### src/rtl/gpio_seq_pkg.sv
// Shared definitions for the gpio pattern sequencer: register map, FSM states, bus payload.
package gpio_seq_pkg;

  // gpio peripheral register offsets
  localparam logic [31:0] GPIO_REG_DATA = 32'h0000_0000;

  // Sequencer register offsets (decoded on addr[4:0])
  localparam logic [4:0] SEQ_CTRL   = 5'h00;
  localparam logic [4:0] SEQ_STATUS = 5'h04;
  localparam logic [4:0] SEQ_LEN    = 5'h08;
  localparam logic [4:0] SEQ_HOLD   = 5'h0C;
  localparam logic [4:0] SEQ_PAT    = 5'h10;
  localparam logic [4:0] SEQ_PTR    = 5'h14;

  // CTRL bit positions
  localparam int unsigned CTRL_START = 0;
  localparam int unsigned CTRL_STOP  = 1;
  localparam int unsigned CTRL_LOOP  = 2;

  typedef enum logic [1:0] {
    ST_IDLE  = 2'd0,
    ST_WRITE = 2'd1,
    ST_HOLD  = 2'd2
  } state_e;

  // One gpio bus request
  typedef struct packed {
    logic [31:0] addr;
    logic [31:0] wdata;
    logic        we;
    logic        re;
  } gpio_req_t;

endpackage

### src/rtl/gpio_seq_mem.sv
// Pattern storage: single write port, asynchronous read, contents not reset.
module gpio_seq_mem #(
  parameter int unsigned WIDTH = 8,
  parameter int unsigned DEPTH = 16,
  parameter int unsigned AW    = $clog2(DEPTH)
) (
  input  logic             clk,
  input  logic             we,
  input  logic [AW-1:0]    waddr,
  input  logic [WIDTH-1:0] wdata,
  input  logic [AW-1:0]    raddr,
  output logic [WIDTH-1:0] rdata
);

  logic [WIDTH-1:0] mem [DEPTH];

  // Write port
  always_ff @(posedge clk) begin
    if (we) mem[waddr] <= wdata;
  end

  assign rdata = mem[raddr];

endmodule

### src/rtl/gpio_seq.sv
// gpio pattern sequencer with fixed-priority arbitration against host gpio accesses.
module gpio_seq
  import gpio_seq_pkg::*;
#(
  parameter int unsigned WIDTH  = 8,
  parameter int unsigned DEPTH  = 16,
  parameter int unsigned HOLD_W = 16
) (
  input  logic        clk_i,
  input  logic        rst_ni,
  input  logic [31:0] addr_i,
  input  logic [31:0] wdata_i,
  input  logic        we_i,
  input  logic        re_i,
  output logic [31:0] rdata_o,
  input  logic [31:0] host_gpio_addr_i,
  input  logic [31:0] host_gpio_wdata_i,
  input  logic        host_gpio_we_i,
  input  logic        host_gpio_re_i,
  output logic        host_gpio_ready_o,
  output logic [31:0] host_gpio_rdata_o,
  output logic [31:0] gpio_addr_o,
  output logic [31:0] gpio_wdata_o,
  output logic        gpio_we_o,
  output logic        gpio_re_o,
  input  logic [31:0] gpio_rdata_i,
  output logic        busy_o
);

  localparam int unsigned AW = $clog2(DEPTH);

  state_e            state_q, state_d;
  logic [AW-1:0]     idx_q, wptr_q;
  logic [AW:0]       len_q;
  logic [HOLD_W-1:0] hold_q, cnt_q;
  logic              done_q, loop_q;
  logic [WIDTH-1:0]  mem_rdata;

  logic busy, ctrl_wr, start_req, stop_req, cfg_wr, mem_we, last_step;
  logic start_acc, step_done, end_run;
  gpio_req_t host_req, bus_req;

  // Only addr[4:0] is decoded
  logic unused_addr;
  assign unused_addr = ^addr_i[31:5];

  assign busy      = (state_q != ST_IDLE);
  assign ctrl_wr   = we_i && (addr_i[4:0] == SEQ_CTRL);
  assign start_req = ctrl_wr && wdata_i[CTRL_START];
  assign stop_req  = ctrl_wr && wdata_i[CTRL_STOP];
  assign cfg_wr    = we_i && !busy;
  assign mem_we    = cfg_wr && (addr_i[4:0] == SEQ_PAT);
  assign last_step = ((AW+1)'(idx_q) + (AW+1)'(1)) >= len_q;

  gpio_seq_mem #(.WIDTH(WIDTH), .DEPTH(DEPTH), .AW(AW)) u_mem (
    .clk   (clk_i),
    .we    (mem_we),
    .waddr (wptr_q),
    .wdata (wdata_i[WIDTH-1:0]),
    .raddr (idx_q),
    .rdata (mem_rdata)
  );

  // FSM state register
  always_ff @(posedge clk_i) begin
    if (!rst_ni) state_q <= ST_IDLE;
    else         state_q <= state_d;
  end

  // FSM next state and step control
  always_comb begin
    state_d   = state_q;
    start_acc = 1'b0;
    step_done = 1'b0;
    end_run   = 1'b0;
    case (state_q)
      ST_IDLE: begin
        if (start_req && !stop_req && (len_q != '0)) begin
          start_acc = 1'b1;
          state_d   = ST_WRITE;
        end
      end
      ST_WRITE: begin
        if (hold_q == '0) step_done = 1'b1;
        else              state_d   = ST_HOLD;
      end
      ST_HOLD: begin
        if (cnt_q == '0) step_done = 1'b1;
      end
      default: state_d = ST_IDLE;
    endcase
    if (step_done) begin
      if (!last_step || loop_q) begin
        state_d = ST_WRITE;
      end else begin
        state_d = ST_IDLE;
        end_run = 1'b1;
      end
    end
    // Stop overrides everything and never sets done
    if (stop_req) begin
      state_d = ST_IDLE;
      end_run = 1'b0;
    end
  end

  // Datapath: config registers, step index, hold counter, status
  always_ff @(posedge clk_i) begin
    if (!rst_ni) begin
      idx_q  <= '0;
      wptr_q <= '0;
      len_q  <= '0;
      hold_q <= '0;
      cnt_q  <= '0;
      done_q <= 1'b0;
      loop_q <= 1'b0;
    end else begin
      if (ctrl_wr) loop_q <= wdata_i[CTRL_LOOP];
      if (start_acc) begin
        done_q <= 1'b0;
        idx_q  <= '0;
      end
      if (end_run) done_q <= 1'b1;
      if (state_q == ST_WRITE && hold_q != '0) cnt_q <= hold_q - HOLD_W'(1);
      if (state_q == ST_HOLD && cnt_q != '0)   cnt_q <= cnt_q - HOLD_W'(1);
      if (step_done) idx_q <= last_step ? '0 : idx_q + AW'(1);
      if (cfg_wr) begin
        case (addr_i[4:0])
          SEQ_LEN:  len_q  <= (wdata_i > 32'(DEPTH)) ? (AW+1)'(DEPTH) : wdata_i[AW:0];
          SEQ_HOLD: hold_q <= wdata_i[HOLD_W-1:0];
          SEQ_PAT:  wptr_q <= wptr_q + AW'(1);
          SEQ_PTR:  wptr_q <= wdata_i[AW-1:0];
          default: ;
        endcase
      end
    end
  end

  // Register read mux
  always_comb begin
    rdata_o = '0;
    if (re_i) begin
      case (addr_i[4:0])
        SEQ_STATUS: rdata_o = 32'({done_q, busy});
        SEQ_LEN:    rdata_o = 32'(len_q);
        SEQ_HOLD:   rdata_o = 32'(hold_q);
        SEQ_PTR:    rdata_o = 32'(wptr_q);
        default:    rdata_o = '0;
      endcase
    end
  end

  // Arbiter: sequencer owns the bus in WRITE, host passes through otherwise
  always_comb begin
    host_req = '{addr: host_gpio_addr_i, wdata: host_gpio_wdata_i,
                 we: host_gpio_we_i, re: host_gpio_re_i};
    bus_req  = host_req;
    if (state_q == ST_WRITE) begin
      bus_req = '{addr: GPIO_REG_DATA, wdata: 32'(mem_rdata), we: 1'b1, re: 1'b0};
    end
  end

  assign host_gpio_ready_o = (state_q != ST_WRITE);
  assign host_gpio_rdata_o = host_gpio_ready_o ? gpio_rdata_i : '0;
  assign gpio_addr_o       = bus_req.addr;
  assign gpio_wdata_o      = bus_req.wdata;
  assign gpio_we_o         = bus_req.we;
  assign gpio_re_o         = bus_req.re;
  assign busy_o            = busy;

endmodule
### config.mk
export PLATFORM = sky130hd
export DESIGN_NAME = gpio_seq
export DESIGN_NICKNAME = d
export VERILOG_FILES = /design/src/rtl/gpio_seq_pkg.sv /design/src/rtl/gpio_seq_mem.sv /design/src/rtl/gpio_seq.sv
export SDC_FILE = /design/constraint.sdc
export NUM_CORES = 1
export LEC_CHECK = 0
export CORE_UTILIZATION = 48
export CTS_BUF_LIST = sky130_fd_sc_hd__clkbuf_2
export CTS_CLUSTER_SIZE = 24
export DETAILED_ROUTE_END_ITERATION = 6
export PLACE_DENSITY = 0.83
export SLEW_MARGIN = 10
export SYNTH_ARGS = -nofsm -noshare
export SYNTH_HDL_FRONTEND = slang
export SYNTH_SLANG_ARGS = --single-unit
### constraint.sdc
create_clock -name clk_i -period 4.49 [get_ports clk_i]
set_clock_uncertainty 0.05 [all_clocks]
set_input_delay 0.449 -clock clk_i [delete_from_list [all_inputs] [get_ports clk_i]]
set_output_delay 0.449 -clock clk_i [all_outputs]
set_load 0.01 [all_outputs]
==> impl_metrics.env <==
export IMPL_status="completed"
export IMPL_vias=7440
export IMPL_grt_pass1_wl_mm=39.1
export IMPL_crit_top_cell="mux4_2"
export IMPL_placed_area_mm2=0.0121
export IMPL_critPathKind="flop to output port"
export IMPL_grt_total_usage_pct=26.1
export IMPL_gp_congestion=0.902
export IMPL_route_final_wire_length_mm=26.0
export IMPL_crit_chain="buf_12, mux4_2, mux4_2, mux2_2, clkdlybuf4s50_1"
export IMPL_die_h_um=141
export IMPL_crit_arrival_ps=3550
export IMPL_cts_sinks=181
export IMPL_synth_area_mm2=0.00930
export IMPL_finalCriticalPeriod_ps=4050
export IMPL_synthCells=793
export IMPL_endpoint_kind="output port"
export IMPL_finalSetupViolCount=0
export IMPL_postCtsSetupBuffers=0
export IMPL_max_stage_delay_ps=720
export IMPL_path_buf_inv=2
export IMPL_holdCritStartpoint="wdata_i[8]"
export IMPL_worstSetupStartpointType="flop"
export IMPL_hold_path_end="hold_q[8]$_SDFFE_PN0P_"
export IMPL_place_hpwl_mm=19.0
export IMPL_ir_drop_mv=0.153
export IMPL_synth_flop_cell="edfxtp_1"
export IMPL_grt_max_degree=68
export IMPL_min_period_over_period_pct=90.2
export IMPL_ys_warn_count=0
export IMPL_ctsLongestPathBuffers=2
export IMPL_insertion_delay_ps=720
export IMPL_ant_nets=0
export IMPL_final_common_cell="clkdlybuf4s50_1"
export IMPL_ys_async_sr_fraction_pct=0
export IMPL_grt_overflow_total=0
export IMPL_first_pass_iters=5
export IMPL_nets=1227
export IMPL_r2r_start="cnt_q[7]$_SDFFE_PN0P_"
export IMPL_io_pins=298
export IMPL_slew_headroom_pct=31.6
export IMPL_seq_area_frac_synth_pct=52.7
export IMPL_core_mm2=0.0188
export IMPL_grt_pass1_vias=6889
export IMPL_syn_to_final_growth_pct=33.2
export IMPL_start_util_pct=49.4
export IMPL_worstHoldPathCells=3
export IMPL_rows=50
export IMPL_synth_edff_count=128
export IMPL_cts_resized=0
export IMPL_critPathSlowestCell="dfxtp_2"
export IMPL_antenna_found_initial=2
export IMPL_fp_dieW_um=141
export IMPL_layout_drive_gt1_share_pct=12.6
export IMPL_vias_per_cell=5.64
export IMPL_crit_path_max_fanout=19
export IMPL_clock_tree_root_cell="clkbuf_2"
export IMPL_required_ps=3990
export IMPL_final_cell_mix="clkdlybuf4s50_1, edfxtp_1, nor2b_1"
export IMPL_r2r_slack_ps=500
export IMPL_tns_ps=0
export IMPL_power_leakage_nw=4.25
export IMPL_fmax_ghz=0.247
export IMPL_r2r_end="cnt_q[10]$_SDFFE_PN0P_"
export IMPL_yosys_register_bits=181
export IMPL_finalHoldViolations=0
export IMPL_power_density_mw_per_mm2=346
export IMPL_synth_cell_types=74
export IMPL_maxCapViolations=0
export IMPL_synth_area_per_cell_um2=11.7
export IMPL_hold_class="primary input to flop"
export IMPL_drc_errors=0
export IMPL_grt_setup_unrepaired="no"
export IMPL_tightest_slew_ps=1020
export IMPL_cts_hold_buf=0
export IMPL_portBuffers=254
export IMPL_r2r_cells=10
export IMPL_final_cell_area_mm2=0.0124
export IMPL_tritoncts="done"
export IMPL_cts_buffers=17
export IMPL_cpLargestDelayFamily="multiplexers"
export IMPL_drt_initial_drc_count=764
export IMPL_path_clk_slew_ps=280
export IMPL_die_area_mm2=0.0199
export IMPL_cts_max_level=4
export IMPL_avgRoutedWirePerCell_um=19.7
export IMPL_slew_violations=0
==> worst max path at each step <==
stage / from / to / slack, ps / cells past startpoint
finish: flop / gpio_wdata_o[5] / 440 / 5
global route: flop / gpio_wdata_o[5] / 200 / 5
CTS: flop / gpio_wdata_o[5] / 340 / 5
detailed placement: cnt_q[7]$_SDFFE_PN0P_ / cnt_q[10]$_SDFFE_PN0P_ / 540 / 10
global placement: cnt_q[7]$_SDFFE_PN0P_ / cnt_q[14]$_SDFFE_PN0P_ / 620 / 10
floorplan: cnt_q[7]$_SDFFE_PN0P_ / cnt_q[10]$_SDFFE_PN0P_ / 730 / 11
==> synthesized netlist by cell type (all sizes together) (3+ instances only) <==
| cell | number | area, um2 |
|---|---|---|
| nand4 | 9 | 56.3 |
| nor3 | 24 | 131 |
| mux4 | 40 | 901 |
| nor4 | 10 | 62.6 |
| ha | 16 | 200 |
| and2 | 12 | 75.1 |
| o21ai | 20 | 111 |
| mux2i | 17 | 174 |
| a21oi | 31 | 155 |
| nor2 | 52 | 203 |
| o31ai | 6 | 45.0 |
| a31oi | 11 | 68.8 |
| nand2b | 3 | 18.8 |
| buf | 25 | 174 |
| xnor2 | 3 | 26.3 |
| a22oi | 7 | 52.6 |
| clkbuf | 35 | 131 |
| nor2b | 93 | 582 |
| a221oi | 3 | 26.3 |
| o2111ai | 3 | 26.3 |
| or3 | 7 | 52.6 |
| mux2 | 11 | 124 |
| edfxtp | 128 | 3840 |
| o221ai | 3 | 26.3 |
| and3 | 9 | 57.6 |
| inv | 22 | 82.6 |
| or2 | 4 | 25.0 |
| or4 | 6 | 52.6 |
| nand2 | 64 | 240 |
| dfxtp | 53 | 1060 |
| a211oi | 7 | 52.6 |
| nand3 | 15 | 75.1 |
| o211ai | 10 | 80.1 |
==> worst register-to-register path: stages (launching register included) <==
cell	delay [ps]
dfxtp_1	440
or4_4	610
or3_4	450
o21ai_4	190
mux2i_1	270
ha_1	280
or3b_2	480
or3_2	440
a22oi_1	440
xnor2_1	180
o22ai_1	90
==> power by group <==
part           leakage, nW  switching (mW)  internal, mW  total (mW)
Sequential            1.58          0.0495          1.82        1.87
Combinational         2.52           0.762         0.829        1.59
Clock                0.150           0.603         0.228       0.831
==> kinds of logic after synthesis <==
logic type | synth area share [%]
buffers and inverters | 4.28
adder cells (fa/ha/maj) | 2.15
flip-flops | 52.7
other | 0.0403
AND/OR/NAND/NOR | 18.2
multiplexers | 12.9
AO/OA/AOI/OAI | 9.36
XOR/XNOR | 0.377
==> through the flow <==
stage	instances	worst slack (ps)	hold slack, ps	power (mW)	utilization [%]
6_report	1319	442	226	4.29	65.8
5_1_grt	1319	204	174	4.48	65.8
4_1_cts	1318	336	157	4.31	65.8
3_5_place_dp	1286	538	417	3.49	64.4
3_3_place_gp	1286	618	405	3.47	64.4
2_1_floorplan	808	731	394	2.66	-
==> registers in the layout (all words and copies together) (netlist names), named ones only <==
name / flops
u_mem.mem: 128
state_q: 2
done_q: 1
wptr_q: 4
hold_q: 16
idx_q: 4
len_q: 5
cnt_q: 16
loop_q: 1
==> routing by layer <==
metal,part of all wire [%],track usage (%),wire [um],vias up
met4,1.0,6.46,260,2
li1,-,-,-,3433
met5,0.050,0,13,-
met3,9.0,5.47,2330,23
met1,44,38.4,11300,3578
met2,46,39.4,12100,404
==> final cells by class <==
cell class	count	area (um2)
multi-input combinational	544	4070
inverter	22	82.6
fill	1431	6450
clock buffer	17	85.1
clock inverter	15	161
antenna	1	2.50
sequential	181	4910
tap	260	325
timing repair buffer	279	2760
Note: power is estimated with default switching activity, not from simulation.
